[src/rtl/mul_pkg.sv]
// rtl/mul_pkg.sv - shared FSM state type and magnitude helper for the repeated-addition multiplier
package mul_pkg;

    typedef enum logic [1:0] {
        IDLE   = 2'b00,
        RUN    = 2'b01,
        FINISH = 2'b10
    } state_t;

    localparam int MAG_W = 64;

    // Callers zero-extend into MAG_W bits and truncate back, so -2^(W-1) yields 2^(W-1).
    function automatic logic [MAG_W-1:0] mag(input logic [MAG_W-1:0] x, input logic is_neg);
        return is_neg ? (MAG_W'(0) - x) : x;
    endfunction

endpackage

[src/rtl/mul_repadd_dp.sv]
// rtl/mul_repadd_dp.sv - operand capture, accumulate/count datapath and product register
module mul_repadd_dp #(
    parameter int WIDTH    = 8,
    parameter int SIGNED   = 0,
    parameter int SWAP_MIN = 1
) (
    input  logic               clk,
    input  logic               rst,
    input  logic               load,
    input  logic               add,
    input  logic               store,
    input  logic [WIDTH-1:0]   a,
    input  logic [WIDTH-1:0]   b,
    output logic [2*WIDTH-1:0] product,
    output logic               eqz
);
    import mul_pkg::*;

    logic               sa;
    logic               sb;
    logic [WIDTH-1:0]   ma;
    logic [WIDTH-1:0]   mb;
    logic [WIDTH-1:0]   mcand;
    logic [WIDTH-1:0]   cnt;
    logic [2*WIDTH-1:0] acc;
    logic               neg;

    assign sa  = (SIGNED != 0) && a[WIDTH-1];
    assign sb  = (SIGNED != 0) && b[WIDTH-1];
    assign ma  = WIDTH'(mag(MAG_W'(a), sa));
    assign mb  = WIDTH'(mag(MAG_W'(b), sb));
    assign eqz = (cnt == '0);

    always_ff @(posedge clk or posedge rst) begin
        if (rst) begin
            acc     <= '0;
            mcand   <= '0;
            cnt     <= '0;
            neg     <= 1'b0;
            product <= '0;
        end else begin
            if (load) begin
                acc <= '0;
                neg <= sa ^ sb;
                // Iterate over the smaller magnitude to bound latency by min(|a|,|b|).
                if ((SWAP_MIN != 0) && (ma < mb)) begin
                    mcand <= mb;
                    cnt   <= ma;
                end else begin
                    mcand <= ma;
                    cnt   <= mb;
                end
            end else if (add) begin
                acc <= acc + {{WIDTH{1'b0}}, mcand};
                cnt <= cnt - 1'b1;
            end
            if (store) begin
                product <= neg ? -acc : acc;
            end
        end
    end

endmodule

[src/rtl/mul_repadd_seq.sv]
// rtl/mul_repadd_seq.sv - control FSM and busy/done handshake for the repeated-addition multiplier
module mul_repadd_seq #(
    parameter int WIDTH    = 8,
    parameter int SIGNED   = 0,
    parameter int SWAP_MIN = 1
) (
    input  logic               clk,
    input  logic               rst,
    input  logic               start,
    input  logic               abort,
    input  logic [WIDTH-1:0]   a,
    input  logic [WIDTH-1:0]   b,
    output logic [2*WIDTH-1:0] product,
    output logic               busy,
    output logic               done
);
    import mul_pkg::*;

    state_t state;
    logic   load;
    logic   add;
    logic   store;
    logic   eqz;

    assign load  = (state == IDLE) && start && !abort;
    assign add   = (state == RUN) && !abort && !eqz;
    assign store = (state == FINISH) && !abort;

    mul_repadd_dp #(
        .WIDTH    (WIDTH),
        .SIGNED   (SIGNED),
        .SWAP_MIN (SWAP_MIN)
    ) u_dp (
        .clk     (clk),
        .rst     (rst),
        .load    (load),
        .add     (add),
        .store   (store),
        .a       (a),
        .b       (b),
        .product (product),
        .eqz     (eqz)
    );

    always_ff @(posedge clk or posedge rst) begin
        if (rst) begin
            state <= IDLE;
            busy  <= 1'b0;
            done  <= 1'b0;
        end else begin
            done <= 1'b0;
            case (state)
                IDLE: begin
                    if (start && !abort) begin
                        state <= RUN;
                        busy  <= 1'b1;
                    end
                end
                RUN: begin
                    if (abort) begin
                        state <= IDLE;
                        busy  <= 1'b0;
                    end else if (eqz) begin
                        state <= FINISH;
                    end
                end
                FINISH: begin
                    state <= IDLE;
                    busy  <= 1'b0;
                    done  <= !abort;
                end
                default: begin
                    state <= IDLE;
                    busy  <= 1'b0;
                end
            endcase
        end
    end

endmodule

[config.mk]
export PLATFORM = sky130hd
export DESIGN_NAME = mul_repadd_seq
export DESIGN_NICKNAME = d
export VERILOG_FILES = /design/src/rtl/mul_pkg.sv /design/src/rtl/mul_repadd_dp.sv /design/src/rtl/mul_repadd_seq.sv
export SDC_FILE = /design/constraint.sdc
export NUM_CORES = 1
export LEC_CHECK = 0
export ABC_AREA = 0
export BUFFER_PORTS_ARGS = -buffer_cell sky130_fd_sc_hd__buf_2
export CORE_MARGIN = 2
export CORE_UTILIZATION = 52
export DETAILED_ROUTE_END_ITERATION = 10
export GPL_ROUTABILITY_DRIVEN = 0
export PLACE_DENSITY = 0.87
export SYNTH_ARGS = -nofsm -noshare
export SYNTH_HDL_FRONTEND = slang
export SYNTH_SLANG_ARGS = --single-unit
[constraint.sdc]
create_clock -name clk -period 2 [get_ports clk]
set_clock_uncertainty 0.05 [all_clocks]
set_input_delay 0.1 -clock clk [delete_from_list [all_inputs] [get_ports clk]]
set_output_delay 0.1 -clock clk [all_outputs]
set_load 0.01 [all_outputs]
==> reports/qor.csv, run 1 <==
stage;metric;value;unit
timing;max_slew headroom;61.06;%
yosys;FFs w/ async S/R, synth;100.0;%
timing;Sum Neg Setup Slack;-0.6603;ns
cells_and_area;most frequent cells in the layout;dfrtp_1 (51), buf_2 (37), buf_4 (28), nand2_1 (20), mux2i_1 (20);
cells_and_area;share of layout cells above drive strength 1;35.22;%
detailed_routing;Detailed Routing Iterations Pass 1;4;
placement;Detail Placement HPWL;4.366;mm
critical_path;Crit path top cell by count;buf_4;
global_routing;most used routing layer;met2;
yosys;Yosys top cell area share;45.53;%
detailed_routing;via count;2286;
clocking;CTS tree;done;
clocking;clock sink count;52;
timing;Setup Viol. Count Final;10;
cells_and_area;Util after Layout;68.68;%
yosys;post-synthesis cell count;269;
run_status;outcome;complete, but fails checks;
critical_path;Largest stage delay, worst path;0.44;ns
critical_path;crit path max-delay cell type;dfrtp_1;
yosys;synth unique cells;48;
flow_run;max_cap viols;0;
clocking;H-Tree Depth;2;
global_routing;largest net degree at the start of global routing;33;
yosys;fraction of the yosys area taken by sequential cells;45.53;%
detailed_routing;Initial DRC Count;145;
global_routing;vias in the first global route;2350;
yosys;largest cells by area after synthesis;dfrtp_1 (46%), ha_1 (7.4%), mux2i_1 (7.0%);
critical_path;type of the worst setup path;flip-flop to flip-flop;
yosys;Ys Warns;0;
global_routing;total track usage;21.83;%
cells_and_area;Layout area overhead;25.09;%
timing;worst hold margin;0.02192;ns
yosys;synthesized flop and latch total;52;
die;Die H;78.13;µm
yosys;area leader, netlist;dfrtp_1;
critical_path;Max FO, Critical Path;5;
timing;final worst setup slack;-0.1253;ns
clocking;Worst-path clk slew;0.09;ns
pwr;PwrDens;1006;nW/µm²
global_routing;GR Layer Usage met2;38.88;%
yosys;syn_area_per_cell;10.62;µm²
die;core area;5205;µm²
pwr;Static Leak;1.743;nW
clocking;Max clock buf depth;2;
critical_path;Worst setup EP type;flip-flop;
yosys;top_reg_cell synth;dfrtp_1;
pwr;VDD IR max;0.4479;mV
clocking;total CTS buffers;5;
die;Initial Util;54.90;%
detailed_routing;Vias/cell;5.644;
timing;RSZ-0062 raised after global routing;yes;
global_routing;first-pass GRT wire length;10.54;mm
cells_and_area;most common cell after layout, fill and taps aside;dfrtp_1;
timing;Max Clk Rate;0.4705;GHz
die;Core Rows;26;
die;die width;78.13;µm
min_path;worst min path class;input pin to flip-flop;
clocking;Root Buffer Master;clkbuf_8;
detailed_routing;drc violations;0;
cells_and_area;Sequential cell area;1303;µm²
global_routing;met3 GRT Util;3.333;%
critical_path;WP data arrival;2.27;ns
yosys;Synthesized Nets;307;
detailed_routing;final wirelength;6.314;mm
cells_and_area;diodes inserted;0;
placement;I/O Buffers;37;
timing;Slew @ Worst Pin;0.5840;ns
clocking;Worst-Skew Late Latency;0.31;ns
timing;fin. max-slew vios;0;
cells_and_area;final-stage net count;372;
run_status;failing checks;setup timing;
cells_and_area;# fillers;375;
yosys;Post-synth EDFFs;0;
die;DIE AREA;6104;µm²
detailed_routing;Wirelength per Cell;15.59;µm
global_routing;grt met1 use;25.66;%
global_routing;total grt overflow;0;
die;Ports;38;
timing;fin crit share;106.3;%
global_routing;initial antenna violation count;0;
timing;min Tclk post-route;2.125;ns
critical_path;CP startpoint kind;flip-flop;
yosys;post-synthesis cell area;2858;µm²
critical_path;data required time of the worst path;2.14;ns
cells_and_area;footprint of the multi-input gates;1577;µm²
timing;final hold viol count;0;
detailed_routing;DRT antenna net count;0;
critical_path;worst path cell trace;buf_4 -> fa_2 -> a211oi_4 -> o21ai_2 -> a31oi_4 -> buf_4 -> or3_1 -> a21oi_2;
[registers in the layout, indices dropped and copies added, names as in the netlist]
register,count
state,2
u_dp.acc,16
u_dp.cnt,8
u_dp.mcand,8
u_dp.product,16
done,1
busy,1
[where the power goes]
| part | switching (mW) | internal [mW] |
|---|---|---|
| Clock | 0.345 | 0.370 |
| Sequential | 0.196 | 1.24 |
| Combinational | 0.725 | 0.720 |
| Total | 1.27 | 2.33 |
[what timing repair did]
item                                   in CTS  in global routing
setup buffers                               4                  5
setup endpoints to repair                   9                 10
pin swaps                                  14                 11
endpoints found under the hold margin      26                  0
resized for setup                          14                  9
hold buffers                                1                  0
[through the flow]
| step | std cells | total power, mW | setup slack (ns) | instance area (µm²) |
|---|---|---|---|---|
| floorplan | 269 | 2.209 | 0.0007033 | 2884 |
| global placement | 388 | 2.533 | -0.07333 | 3286 |
| detailed placement | 388 | 2.614 | -0.1791 | 3286 |
| CTS | 400 | 3.484 | -0.06784 | 3491 |
| global route | 405 | 3.838 | -0.1947 | 3575 |
| finish | 405 | 3.597 | -0.1253 | 3575 |
[routing by layer]
layer	routed length [µm]	vias up
li1	-	1093
met1	2624	1111
met2	3253	65
met3	272	17
met4	163	0
met5	0	-
[worst max-delay path, delay by kind of cell (launching register included)]
kind            cells  cell delay, ns
compound gates      4            0.72
fa+ha+maj           1            0.38
buf+inv             2            0.32
flops               1            0.44
simple gates        1            0.11
[kinds of logic (layout without fill, tap and decap cells)]
| group | after synthesis | in the layout | synth area share, % |
|---|---|---|---|
| multiplexers | 36 | 36 | 13.31 |
| adder cells (fa/ha/maj) | 18 | 18 | 8.143 |
| XOR/XNOR | 13 | 13 | 3.984 |
| AO/OA/AOI/OAI | 55 | 55 | 12.78 |
| AND/OR/NAND/NOR | 71 | 71 | 12.57 |
| buffers and inverters | 24 | 90 | 3.678 |
| flip-flops | 52 | 52 | 45.53 |
[final cells by class]
type                            instances  share of cell area [%]
Sequential cell                        52                   36.44
Inverter                               13                   1.365
Clock buffer                            5                   1.925
Clock inverter                          3                   1.190
Multi-Input combinational cell        193                   44.10
Timing Repair Buffer                   69                   12.53
Tap cell                               70                   2.450
[cells in the mapped netlist (all sizes together), types with 2 or more instances]
| master | count |
|---|---|
| a211oi | 4 |
| a21o | 2 |
| a21oi | 13 |
| a31oi | 2 |
| buf | 4 |
| clkbuf | 7 |
| dfrtp | 52 |
| ha | 17 |
| inv | 13 |
| mux2 | 16 |
| mux2i | 20 |
| nand2 | 20 |
| nand2b | 2 |
| nand3 | 13 |
| nand4 | 2 |
| nor2 | 11 |
| nor2b | 2 |
| nor3 | 8 |
| nor4 | 2 |
| o21ai | 24 |
| or3 | 3 |
| xnor2 | 9 |
| xor2 | 4 |
[final timing paths]
check | cells past startpoint | start | to | slack (ns)
max in group asynchronous | 4 | rst | u_dp.acc[3] | 1.03
setup / recovery | 8 | u_dp.mcand[1] | u_dp.acc[14] | -0.13
setup reg to reg | 8 | u_dp.mcand[1] | u_dp.acc[14] | -0.13
min in group asynchronous | 3 | rst | u_dp.product[7] | 0.34
hold / removal | 3 | start | busy | 0.02
hold reg to reg | 1 | u_dp.product[11] | u_dp.product[11] | 0.46
(Power assumes the default switching activity.)
==> run 2, diff against run 1 <==
==> constraint.sdc (replaced) <==
create_clock -name clk -period 2 [get_ports clk]
set_clock_uncertainty 0.05 [all_clocks]
set_input_delay 0.2 -clock clk [delete_from_list [all_inputs] [get_ports clk]]
set_output_delay 0.2 -clock clk [all_outputs]
set_load 0.01 [all_outputs]
==> run 2 against run 1 <==
Compared with the run above:
- the flow still finishes with violations (setup timing)
- clock-buffer cell count did not move
- sequential power about the same
- fmax decreased by 2.1%
- sequential share of layout area up 0.23 points
- critical path depth stayed put
- first-iteration DRC count increased by 6.9%
==> reports/qor.csv, run 2 (synthesized netlist as in run 1, its figures left out) <==
stage;metric;value;unit
detailed_routing;Initial DRC Count;155;
detailed_routing;DRT antenna net count;0;
die;Ports;38;
die;DIE AREA;6104;µm²
run_status;outcome;complete, but fails checks;
die;Die H;78.13;µm
critical_path;Max FO, Critical Path;7;
critical_path;Reg-to-Reg End;u_dp.acc[9];
run_status;failing checks;setup timing;
cells_and_area;Regs by FF count;u_dp.acc (16), u_dp.product (16);
pwr;Static Leak;1.730;nW
timing;min Tclk post-route;2.171;ns
critical_path;Worst setup EP type;flip-flop;
detailed_routing;drc violations;0;
critical_path;CP startpoint kind;flip-flop;
timing;Slew @ Worst Pin;0.6424;ns
timing;fin. max-slew vios;0;
cells_and_area;share of layout cells above drive strength 1;35.82;%
critical_path;Buf/Inv on CP;1;
detailed_routing;final wirelength;6.125;mm
critical_path;WP data arrival;2.33;ns
clocking;Worst-Skew Late Latency;0.30;ns
die;Core Rows;26;
critical_path;FF-to-FF path depth;8;
global_routing;vias in the first global route;2188;
timing;Max Clk Rate;0.4606;GHz
clocking;total CTS buffers;5;
critical_path;Largest stage delay, worst path;0.43;ns
detailed_routing;via count;2278;
die;die width;78.13;µm
timing;Sum Neg Setup Slack;-1.101;ns
global_routing;initial antenna violation count;0;
global_routing;first-pass GRT wire length;9.798;mm
critical_path;r2r setup slk;-0.17;ns
timing;fin crit share;108.6;%
cells_and_area;Layout area overhead;24.17;%
critical_path;RR Startpoint;u_dp.mcand[1];
critical_path;crit path max-delay cell type;dfrtp_1;
global_routing;total track usage;20.16;%
timing;max_slew headroom;57.17;%
clocking;Post-CTS Hold Buffers;0;
clocking;Root Buffer Master;clkbuf_8;
clocking;clock sink count;52;
timing;RSZ-0062 raised after global routing;yes;
timing;worst hold margin;0.001291;ns
timing;final worst setup slack;-0.1710;ns
die;core area;5205;µm²
critical_path;crit-path leading delay family;compound AO/OA/AOI/OAI gates;
clocking;CTS tree;done;
detailed_routing;Detailed Routing Iterations Pass 1;4;
timing;final hold viol count;0;
detailed_routing;Wirelength per Cell;15.12;µm
pwr;PwrDens;978.2;nW/µm²
cells_and_area;diodes inserted;0;
cells_and_area;final-stage net count;372;
flow_run;max_cap viols;0;
cells_and_area;most common cell after layout, fill and taps aside;dfrtp_1;
pwr;VDD IR max;0.4889;mV
die;Initial Util;54.90;%
detailed_routing;Vias/cell;5.625;
timing;Setup Viol. Count Final;10;
critical_path;worst path cell trace;ha_1 -> a21oi_2 -> nor2b_1 -> a311o_1 -> a221oi_2 -> buf_4 -> o311ai_2 -> o41ai_2;
clocking;H-Tree Depth;2;
global_routing;total grt overflow;0;
placement;Detail Placement HPWL;4.199;mm
cells_and_area;most frequent cells in the layout;dfrtp_1 (52), buf_2 (37), buf_4 (28), nand2_1 (20), mux2i_1 (20);
clocking;Max clock buf depth;2;
critical_path;data required time of the worst path;2.16;ns
placement;I/O Buffers;37;
global_routing;largest net degree at the start of global routing;53;
critical_path;type of the worst setup path;flip-flop to flip-flop;
min_path;worst min path class;input pin to async pin;
clocking;Worst-path clk slew;0.09;ns
[run 2: cell types whose count changed in the layout (fill, tap and decap cells not counted), sizes merged]
cell and delta:
bufinv -1, clkinvlp +1, dlygate4sd3 -1, buf +1
[run 2: worst register-to-register path, stage by stage, from the launching register on]
cell and delay (ns):
dfrtp_1 0.43, ha_1 0.32, a21oi_2 0.15, nor2b_1 0.08
a311o_1 0.36, a221oi_2 0.27, buf_4 0.21, o311ai_2 0.12
o41ai_2 0.10
[run 2: repair_timing]
item                                    4_1_cts  5_1_grt
hold endpoints to repair                      0        0
pin swaps                                     7       19
buffers inserted                              7        3
endpoints found under the setup margin        8       12
gates resized for setup                       7       18
[run 2: metal layers]
metal	wire length (µm)	up-vias	GRT usage, %
met3	245	11	3.103
met1	2708	1102	25.68
met5	0	-	0
met2	3037	71	34.83
li1	-	1094	-
met4	133	0	7.368
[run 2: how the worst max path moves through the flow]
stage	start	end	slack, ns	depth (start not counted)
global placement	u_dp.acc[0]	u_dp.acc[8]	-0.04	8
detailed placement	u_dp.acc[3]	u_dp.acc[9]	-0.10	8
finish	u_dp.mcand[1]	u_dp.acc[9]	-0.17	8
global route	u_dp.acc[0]	u_dp.acc[8]	-0.27	8
floorplan	b[7]	u_dp.cnt[4]	0.000009	9
CTS	u_dp.acc[1]	u_dp.acc[9]	-0.05	8
[run 2: final cells by class]
cell class / count / area [µm²]
Timing Repair Buffer: 69 / 449.2
Fill cell: 365 / 1657
Tap cell: 70 / 87.58
Sequential cell: 52 / 1301
Clock buffer: 5 / 68.82
Inverter: 13 / 48.80
Multi-Input combinational cell: 193 / 1569
Clock inverter: 3 / 23.77
[run 2: where the power goes]
group	total, mW	switching, mW	internal, mW
Combinational	1.44	0.728	0.709
Clock	0.595	0.347	0.248
Sequential	1.44	0.200	1.24
Total	3.47	1.28	2.20
[run 2: stage by stage]
stage               std cells  power [mW]  setup WS (ns)  instance area [µm²]  utilization, %
global route              405       3.703        -0.2692                 3548           68.17
CTS                       404       3.334       -0.05198                 3476           66.78
detailed placement        389       2.591        -0.1032                 3293           63.27
global placement          389       2.527       -0.03581                 3293           63.27
finish                    405       3.471        -0.1710                 3548           68.17
floorplan                 269       2.209    0.000008549                 2884               -
==> run 3, diff against run 2 <==
- CORE_UTILIZATION: 52 -> 57
- PLACE_DENSITY: 0.87 -> 0.9
- REMOVE_ABC_BUFFERS: unset -> 1
- clock period: 2 -> 2.35 ns (I/O delays scaled with it)
==> run 3 against run 2 <==
Compared with the run above:
- the run now ends clean
- sequential share of layout area up 2.8 points
- worst setup slack better by 0.24 ns
- critical path depth up 1
- sequential power down 15%
- cell count is 6.9% lower
- largest power group unchanged
==> reports/qor.csv, run 3 (synthesized netlist as in run 1, its figures left out) <==
stage;metric;value;unit
timing;final worst setup slack;0.06872;ns
die;DIE AREA;5596;µm²
timing;max_slew headroom;58.09;%
detailed_routing;Detailed Routing Iterations Pass 1;4;
global_routing;initial antenna violation count;0;
critical_path;r2r setup slk;0.07;ns
critical_path;WP data arrival;2.43;ns
timing;fin crit share;97.08;%
timing;worst hold margin;0.02496;ns
timing;Slew @ Worst Pin;0.6286;ns
die;Core Rows;25;
clocking;H-Tree Depth;2;
timing;Max Clk Rate;0.4384;GHz
clocking;Worst-Skew Late Latency;0.31;ns
die;Die H;74.81;µm
critical_path;Max FO, Critical Path;6;
run_status;outcome;finished, final reports clean;
detailed_routing;Vias/cell;5.700;
cells_and_area;diodes inserted;0;
clocking;Max clock buf depth;2;
critical_path;CP startpoint kind;flip-flop;
global_routing;largest net degree at the start of global routing;53;
cells_and_area;Final Non-Filler Cells;377;
die;core area;4786;µm²
pwr;PwrDens;856.0;nW/µm²
timing;RSZ-0062 raised after global routing;no;
clocking;Root Buffer Master;clkbuf_8;
pwr;VDD IR max;0.4725;mV
timing;fin. max-slew vios;0;
pwr;Static Leak;1.620;nW
clocking;CTS tree;done;
timing;Sum Neg Setup Slack;0;ns
detailed_routing;Initial DRC Count;177;
placement;dpl ws;-0.08860;ns
die;die width;74.81;µm
cells_and_area;Regs by FF count;u_dp.acc (16), u_dp.product (16);
global_routing;total grt overflow;0;
critical_path;type of the worst setup path;flip-flop to flip-flop;
placement;DP Area;3136;µm²
global_routing;total track usage;22.14;%
flow_run;max_cap viols;0;
global_routing;vias in the first global route;2132;
cells_and_area;fin area;3293;µm²
min_path;worst min path class;input pin to async pin;
detailed_routing;drc violations;0;
timing;Setup Viol. Count Final;0;
timing;final hold viol count;0;
global_routing;first-pass GRT wire length;9.356;mm
placement;I/O Buffers;37;
cells_and_area;Util after Layout;68.81;%
cells_and_area;footprint of the multi-input gates;1473;µm²
die;Initial Util;59.71;%
detailed_routing;Wirelength per Cell;14.77;µm
cells_and_area;Sequential cell area;1301;µm²
cells_and_area;share of layout cells above drive strength 1;26.13;%
cells_and_area;Layout area overhead;15.24;%
die;Ports;38;
detailed_routing;via count;2149;
placement;Placed Cells;369;
pwr;sequential share of power;43.2;%
pwr;Switching Fraction;33.15;%
pwr;Power Total;2.819;mW
critical_path;data required time of the worst path;2.50;ns
pwr;Clk pwr share;24.7;%
pwr;Internal;1.884;mW
cells_and_area;most frequent cells in the layout;dfrtp_1 (52), buf_2 (37), nand2_1 (20), mux2i_1 (20), o21ai_0 (19);
pwr;Logic pwr share;32.1;%
timing;min Tclk post-route;2.281;ns
cells_and_area;# fillers;363;
detailed_routing;final wirelength;5.569;mm
clocking;Worst-path clk slew;0.09;ns
clocking;total CTS buffers;5;
cells_and_area;most common cell after layout, fill and taps aside;dfrtp_1;
critical_path;Worst setup EP type;flip-flop;
cells_and_area;final-stage net count;348;
clocking;clock sink count;52;
placement;Detail Placement HPWL;4.108;mm
pwr;Net Switching;934.4;µW
detailed_routing;DRT antenna net count;0;
clocking;Post-CTS Hold Buffers;0;
-- run 3: worst paths after layout --
| check | start | end | depth (start not counted) |
|---|---|---|---|
| max | u_dp.acc[0] | u_dp.acc[12] | 9 |
| min | rst | u_dp.product[14] | 3 |
| max reg2reg | u_dp.acc[0] | u_dp.acc[12] | 9 |
| min reg2reg | u_dp.mcand[7] | u_dp.mcand[7] | 2 |
| max in group asynchronous | rst | u_dp.mcand[0] | 3 |
| min in group clk | start | busy | 3 |
-- run 3: area by class of cell --
| type | instances | area share, % |
|---|---|---|
| Sequential cell | 52 | 39.51 |
| Inverter | 13 | 1.482 |
| Multi-Input combinational cell | 193 | 44.72 |
| Clock buffer | 5 | 2.090 |
| Clock inverter | 2 | 1.824 |
| Tap cell | 67 | 2.546 |
| Timing Repair Buffer | 45 | 7.827 |
-- run 3: what timing repair did --
item                       4_1_cts  5_1_grt
setup buffers                    0        1
pin swaps                        0        4
gates cloned                     0        0
setup endpoints to repair        3        6
resized for setup                2        4
-- run 3: worst max-delay path, cell delays in order, from the launching register on --
cell and delay (ns):
dfrtp_1 0.41, ha_1 0.24, fa_2 0.38, a211oi_2 0.25, o21ai_0 0.15, a31oi_1 0.20, buf_4 0.16, nor3_1 0.06
xnor2_1 0.22, nor2_1 0.07
-- run 3: routing by layer --
layer / GRT usage (%) / up-vias / wire length [µm]
li1: - / 1043 / -
met3: 3.614 / 10 / 198
met4: 7.341 / 0 / 93
met1: 26.24 / 1049 / 2402
met2: 40.81 / 47 / 2874
met5: 0 / - / 0
-- run 3: power groups by stage --
stage | Clock [mW] | Combinational, mW | Sequential (mW)
detailed placement | 0 | 0.844 | 1.23
CTS | 0.708 | 0.881 | 1.22
floorplan | 0 | 0.640 | 1.19
global route | 0.740 | 1.01 | 1.24
finish | 0.697 | 0.904 | 1.22
global placement | 0 | 0.782 | 1.22
